`src/rtl/cond_unit_pkg.sv`:
```
// ---------------------------------------------------------------------------
// Package arm_cond_pkg
// Shared types for the ARM condition logic: the 4-bit condition field
// encoding, the bit positions of N/Z/C/V inside the flags vector, and the
// 2-bit flag write-enable field produced by the S-bit decode.
// Imported by cond_check (execute and decode stage) and cond_unit.
// ---------------------------------------------------------------------------
package arm_cond_pkg;

   // Condition field [31:28]; 4'b1111 is executed as "always" on this core.
   typedef enum logic [3:0] {
      COND_EQ = 4'b0000,
      COND_NE = 4'b0001,
      COND_CS = 4'b0010,
      COND_CC = 4'b0011,
      COND_MI = 4'b0100,
      COND_PL = 4'b0101,
      COND_VS = 4'b0110,
      COND_VC = 4'b0111,
      COND_HI = 4'b1000,
      COND_LS = 4'b1001,
      COND_GE = 4'b1010,
      COND_LT = 4'b1011,
      COND_GT = 4'b1100,
      COND_LE = 4'b1101,
      COND_AL = 4'b1110,
      COND_NV = 4'b1111
   } cond_t;

   // Bit positions inside the {N,Z,C,V} flags vector.
   localparam int FLAG_N = 3;
   localparam int FLAG_Z = 2;
   localparam int FLAG_C = 1;
   localparam int FLAG_V = 0;

   // nz selects an update of N and Z, cv an update of C and V.
   typedef struct packed {
      logic nz;
      logic cv;
   } flag_w_t;

endpackage

```
`src/rtl/cond_unit_cond_check.sv`:
```
// ---------------------------------------------------------------------------
// Module cond_check
// Purely combinational condition evaluator: decides whether an instruction
// with condition field cond_i executes given the flags {N,Z,C,V}.
// Shared between the execute-stage condition unit and the decode-stage
// branch predictor, so it must stay free of any state.
// Ports:
//   cond_i   in   cond_t  instruction condition field
//   flags_i  in   4       flags {N,Z,C,V}
//   pass_o   out  1       1 when the instruction executes
// ---------------------------------------------------------------------------
module cond_check
   import arm_cond_pkg::*;
(
   input  cond_t       cond_i,
   input  logic [3:0]  flags_i,
   output logic        pass_o
);

   logic flagN;
   logic flagZ;
   logic flagC;
   logic flagV;

   assign flagN = flags_i[FLAG_N];
   assign flagZ = flags_i[FLAG_Z];
   assign flagC = flags_i[FLAG_C];
   assign flagV = flags_i[FLAG_V];

   // AL and the legacy NV encoding both execute unconditionally.
   always_comb begin
      pass_o = 1'b1;
      case (cond_i)
         COND_EQ: pass_o = flagZ;
         COND_NE: pass_o = ~flagZ;
         COND_CS: pass_o = flagC;
         COND_CC: pass_o = ~flagC;
         COND_MI: pass_o = flagN;
         COND_PL: pass_o = ~flagN;
         COND_VS: pass_o = flagV;
         COND_VC: pass_o = ~flagV;
         COND_HI: pass_o = flagC & ~flagZ;
         COND_LS: pass_o = ~flagC | flagZ;
         COND_GE: pass_o = (flagN == flagV);
         COND_LT: pass_o = (flagN != flagV);
         COND_GT: pass_o = ~flagZ & (flagN == flagV);
         COND_LE: pass_o = flagZ | (flagN != flagV);
         default: pass_o = 1'b1;
      endcase
   end

endmodule

```
`src/rtl/cond_unit.sv`:
```
// ---------------------------------------------------------------------------
// Module cond_unit
// Execute-stage condition unit. Holds the architectural flags register,
// evaluates the EX instruction's condition against it, gates the
// PC-source / register-write / memory-write requests and counts valid
// instructions squashed by a failed condition (saturating).
// Ports:
//   clk, reset            clock, synchronous active-high reset
//   valid_e, stall_e,     EX occupancy / freeze / squash
//   flush_e
//   cond_e, flag_w_e,     condition field, S-bit flag update selects,
//   alu_flags             ALU {N,Z,C,V} for this cycle
//   pcs_e, reg_w_e,       ungated write/branch requests
//   mem_w_e
//   perf_clr              clear the fail counter
//   cond_ex               condition passed (combinational)
//   pcs_g, reg_w_g,       gated requests
//   mem_w_g
//   flags_q               registered flags {N,Z,C,V}
//   fail_cnt              saturating count of condition-failed instructions
// ---------------------------------------------------------------------------
module cond_unit
   import arm_cond_pkg::*;
#(
   parameter int         PERF_W    = 16,
   parameter logic [3:0] RST_FLAGS = 4'b0000
) (
   input  logic              clk,
   input  logic              reset,
   input  logic              valid_e,
   input  logic              stall_e,
   input  logic              flush_e,
   input  logic [3:0]        cond_e,
   input  logic [1:0]        flag_w_e,
   input  logic [3:0]        alu_flags,
   input  logic              pcs_e,
   input  logic              reg_w_e,
   input  logic              mem_w_e,
   input  logic              perf_clr,
   output logic              cond_ex,
   output logic              pcs_g,
   output logic              reg_w_g,
   output logic              mem_w_g,
   output logic [3:0]        flags_q,
   output logic [PERF_W-1:0] fail_cnt
);

   flag_w_t           flagW;
   logic              gateOpen;
   logic              advance;
   logic              flagWe;
   logic              failInc;
   logic [3:0]        flags_d;
   logic [PERF_W-1:0] failCnt_q;
   logic [PERF_W-1:0] failCnt_d;

   assign flagW = flag_w_e;

   // The condition always looks at the registered flags, never at
   // alu_flags, so a flag-setting instruction affects only its successors.
   cond_check u_condCheck (
      .cond_i  (cond_t'(cond_e)),
      .flags_i (flags_q),
      .pass_o  (cond_ex)
   );

   // Gated requests ignore stall_e: the downstream pipeline register
   // simply does not capture them while EX is frozen.
   assign gateOpen = cond_ex & valid_e & ~flush_e;
   assign pcs_g    = pcs_e   & gateOpen;
   assign reg_w_g  = reg_w_e & gateOpen;
   assign mem_w_g  = mem_w_e & gateOpen;

   // An instruction retires out of EX only when real, not frozen and not
   // squashed; only then may it touch flags or the counter.
   assign advance = valid_e & ~stall_e & ~flush_e;
   assign flagWe  = advance & cond_ex;
   assign failInc = advance & ~cond_ex;

   // N/Z and C/V are updated independently so that logical ops with S=1
   // can leave C/V untouched.
   always_comb begin
      flags_d = flags_q;
      if (flagWe && flagW.nz) begin
         flags_d[FLAG_N] = alu_flags[FLAG_N];
         flags_d[FLAG_Z] = alu_flags[FLAG_Z];
      end
      if (flagWe && flagW.cv) begin
         flags_d[FLAG_C] = alu_flags[FLAG_C];
         flags_d[FLAG_V] = alu_flags[FLAG_V];
      end
   end

   // Clear wins over increment; the counter sticks at all-ones.
   always_comb begin
      failCnt_d = failCnt_q;
      if (perf_clr) begin
         failCnt_d = '0;
      end else if (failInc && !(&failCnt_q)) begin
         failCnt_d = failCnt_q + PERF_W'(1);
      end
   end

   // Reset takes precedence so a flag write in the reset cycle is lost.
   always_ff @(posedge clk) begin
      if (reset) begin
         flags_q   <= RST_FLAGS;
         failCnt_q <= '0;
      end else begin
         flags_q   <= flags_d;
         failCnt_q <= failCnt_d;
      end
   end

   assign fail_cnt = failCnt_q;

endmodule

```
`config.mk`:
```
export PLATFORM = sky130hd
export DESIGN_NAME = cond_unit
export DESIGN_NICKNAME = d
export VERILOG_FILES = /design/src/rtl/cond_unit_pkg.sv /design/src/rtl/cond_unit_cond_check.sv /design/src/rtl/cond_unit.sv
export SDC_FILE = /design/constraint.sdc
export NUM_CORES = 1
export LEC_CHECK = 0
export CORE_AREA = 2 2 84 66
export CTS_CLUSTER_SIZE = 30
export DETAILED_ROUTE_END_ITERATION = 12
export DIE_AREA = 0 0 86 68
export DONT_BUFFER_PORTS = 1
export PLACE_DENSITY = 0.33
export SETUP_SLACK_MARGIN = 0.5
export SYNTH_ARGS = -nofsm -noshare
export SYNTH_HDL_FRONTEND = slang
export SYNTH_HIERARCHICAL = 1
export SYNTH_SLANG_ARGS = --single-unit
```
`constraint.sdc`:
```
create_clock -name clk -period 7 [get_ports clk]
set_input_delay 1.4 -clock clk [delete_from_list [all_inputs] [get_ports clk]]
set_output_delay 1.4 -clock clk [all_outputs]
set_load 0.02 [all_outputs]
```
==> impl_metrics.py <==
metrics = {
    "status": {
        "outcome": "finished, final reports clean",
    },
    "timing": {
        "final_skew_ns": 0.00188,
        "max_freq_mhz": 242,
        "tightestPinTransition_ns": 1.04,
        "finalWorstPathRequiredPeriod_ns": 4.13,
        "grt_setup_unrepaired": "no",
        "final.setup.tns_ns": 0,
        "min_period_over_period_pct": 59.0,
        "timing.slew.headroom_pct": 30.0,
        "timing_hold_violations_final": 0,
        "setup_violations": 0,
        "timing_max_transition_violations_final": 0,
    },
    "clock_network": {
        "insertion_delay_ns": 0.26,
        "cts_sinks": 20,
        "cts_max_path_buffers": 2,
        "post_cts_buffers": 0,
        "cts_hold_fix_bufs": 0,
        "ctsResizeCount": 0,
        "clock_tree.root_cell": "sky130_fd_sc_hd__clkbuf_8",
        "cts_tree": "built",
        "clk_pin_slew_worst_paths_ns": 0.08,
        "clock_buffer_count_from_cts": 3,
        "ctsHtreeMaxLevel": 1,
    },
    "detailed_routing": {
        "detail_route.wirelength_um": 3030,
        "detailedRoute.firstPassIterationCount": 4,
        "average_wire_per_cell_in_the_routed_design_um": 15.1,
        "antenna_violating_nets_post_route": 0,
        "number_of_vias_per_cell": 5.43,
        "dr_total_vias": 1085,
        "drt_first_iter_violations": 42,
        "total_drc_errors_in_the_routed_layout": 0,
    },
    "critical_path": {
        "crit_path_end_kind": "output port",
        "timing.critical_path.fanout_max": 6,
        "sequence_of_cells_on_the_critical_path": "mux2i_1 -> xnor2_1 -> o32ai_1 -> a211o_1 -> and3b_2 -> and2_1",
        "cp_slowest_cell": "sky130_fd_sc_hd__a211o_1",
        "worstSetupPathType": "in -> out",
        "crit_path_max_incr_delay_ns": 0.31,
        "data_required_time_of_the_critical_path_ns": 5.60,
        "worst-endpoint-arrival_ns": 2.73,
        "timing.critical_path.from_type": "primary input",
    },
    "yosys": {
        "synth_largest_area_cell": "sky130_fd_sc_hd__dfxtp_1",
        "synth_top_area_share_pct": 35.6,
        "ys_seq_elements": 20,
        "synth_top_flop_cell": "sky130_fd_sc_hd__dfxtp_1",
        "avgSynthCellArea_um2": 8.10,
        "synth.yosys.seq_area_share_pct": 35.6,
        "synth_nets": 159,
        "synth-async-reset-ratio_pct": 0,
        "synth.area.top_cells": "sky130_fd_sc_hd__dfxtp_1 (36%), sky130_fd_sc_hd__a21oi_1 (8.0%), sky130_fd_sc_hd__or4_1 (4.7%)",
        "synth_enable_flop_cells": 0,
        "synth.cell_area_um2": 1130,
        "count_of_warnings_emitted_by_yosys": 6,
        "post_synth_inst_count": 139,
        "post-synth-top-count-cell": "sky130_fd_sc_hd__dfxtp_1",
        "yosysUniqueCellTypes": 39,
        "synth_common_cells": "sky130_fd_sc_hd__dfxtp_1 (20), sky130_fd_sc_hd__a21oi_1 (18), sky130_fd_sc_hd__nand2_1 (13)",
    },
    "power_and_ir_drop": {
        "power_uw": 221,
        "leakagePower_nw": 0.354,
        "ir_worst_vdd_uv": 62.6,
        "cellPowerDensity_nw_per_um2": 178,
    },
    "global_route": {
        "antenna_found_initial": 0,
        "global_route.usage.total_pct": 11.0,
        "vias_in_the_first_global_route": 1045,
        "grt_start_max_net_pins": 17,
        "grt_pass1_wl_um": 5040,
        "globalRouteOverflowTotal": 0,
    },
    "floorplanning": {
        "floorplan.initialDensity_pct": 22.1,
        "die_width_um": 86,
        "die_y_um": 68,
        "die_area_um2": 5850,
        "core_area_um2": 5090,
        "row_count": 23,
        "io-pin-count": 43,
    },
    "run": {
        "max-cap-violations": 0,
    },
    "final_layout": {
        "drive_above_1_share_pct": 7.97,
        "finish.net_count": 159,
        "n_fill_cell": 557,
        "antenna_cells": 0,
        "area.growth.synth_to_final_pct": 10.6,
    },
    "min_path": {
        "hold_path_class": "reg -> reg",
    },
    "place": {
        "dp_hpwl_um": 2270,
        "io_buffer_count": 0,
        "final_estimated_routing_congestion_in_global_placement": 0.795,
    },
}
[power by group]
part	total [mW]	switching (mW)	leakage, nW	internal [mW]
sequential	0.115	0.00129	0.161	0.114
combinational	0.0153	0.00871	0.164	0.00656
clock	0.0908	0.0407	0.0288	0.0501
[cell type report]
| cell class | count | area (um2) | area share (%) |
|---|---|---|---|
| Clock buffer | 4 | 55.1 | 4.42 |
| Inverter | 2 | 7.51 | 0.603 |
| Multi-Input combinational cell | 112 | 704 | 56.6 |
| Sequential cell | 20 | 400 | 32.2 |
| Tap cell | 62 | 77.6 | 6.23 |
[kinds of logic after synthesis]
| logic type | count (synthesis) | share of synthesized area, % |
|---|---|---|
| muxes | 2 | 1.78 |
| AOI/OAI and AO/OA | 39 | 21.6 |
| xor gates and xnor gates | 5 | 3.89 |
| adders and majority gates | 1 | 1.11 |
| and+or+nand+nor | 65 | 33.6 |
| DFF | 20 | 35.6 |
| buffers and inverters | 7 | 2.56 |
[stage by stage]
stage	utilization [%]	hold slack, ns	setup slack (ns)	instance area (um2)	std cells
after floorplan	-	0.545	2.78	1130	139
after global placement	23.4	0.600	2.79	1190	196
after detailed placement	23.4	0.596	2.76	1190	196
after CTS	24.4	0.607	2.85	1240	200
after global routing	24.4	0.640	2.77	1240	200
final	24.4	0.597	2.87	1240	200
[flip-flops by register name, indices dropped and copies added, names as in the netlist]
signal / cells
fail_cnt: 16
flags_q: 4
[routing by layer]
layer,vias up,routed length (um),track usage (%)
met1,524,1350,13.2
met4,0,18,3.17
li1,530,-,-
met3,2,201,4.10
met5,-,0,0
met2,29,1460,18.5
[critical path, delay by kind of cell]
| family | cells | cell delay (ns) |
|---|---|---|
| muxes | 1 | 0.20 |
| and+or+nand+nor | 2 | 0.48 |
| xor gates and xnor gates | 1 | 0.10 |
| AOI/OAI and AO/OA | 2 | 0.55 |
[cells in the final DEF (no fill, tap or decap), types with 3 or more instances in the layout]
cell type,instances
sky130_fd_sc_hd__clkbuf_8,4
sky130_fd_sc_hd__o31ai_1,6
sky130_fd_sc_hd__o21ai_0,5
sky130_fd_sc_hd__nand2_1,13
sky130_fd_sc_hd__xnor2_1,4
sky130_fd_sc_hd__and2_1,3
sky130_fd_sc_hd__nor3_1,3
sky130_fd_sc_hd__nor2_1,5
sky130_fd_sc_hd__nand3_1,9
sky130_fd_sc_hd__or4_1,7
sky130_fd_sc_hd__nand4_1,4
sky130_fd_sc_hd__a21oi_1,18
sky130_fd_sc_hd__or3_1,5
sky130_fd_sc_hd__dfxtp_1,20
[final timing paths]
| path | start | endpoint | slack [ns] | cells past startpoint |
|---|---|---|---|---|
| setup / recovery | cond_e[1] | reg_w_g | 2.87 | 6 |
| hold / removal | flags_q[1] | flags_q[1] | 0.60 | 2 |
| setup reg to reg | flags_q[3] | fail_cnt[15] | 3.57 | 8 |
| hold reg to reg | flags_q[1] | flags_q[1] | 0.60 | 2 |
No activity file was read; power rests on OpenSTA's default activity.
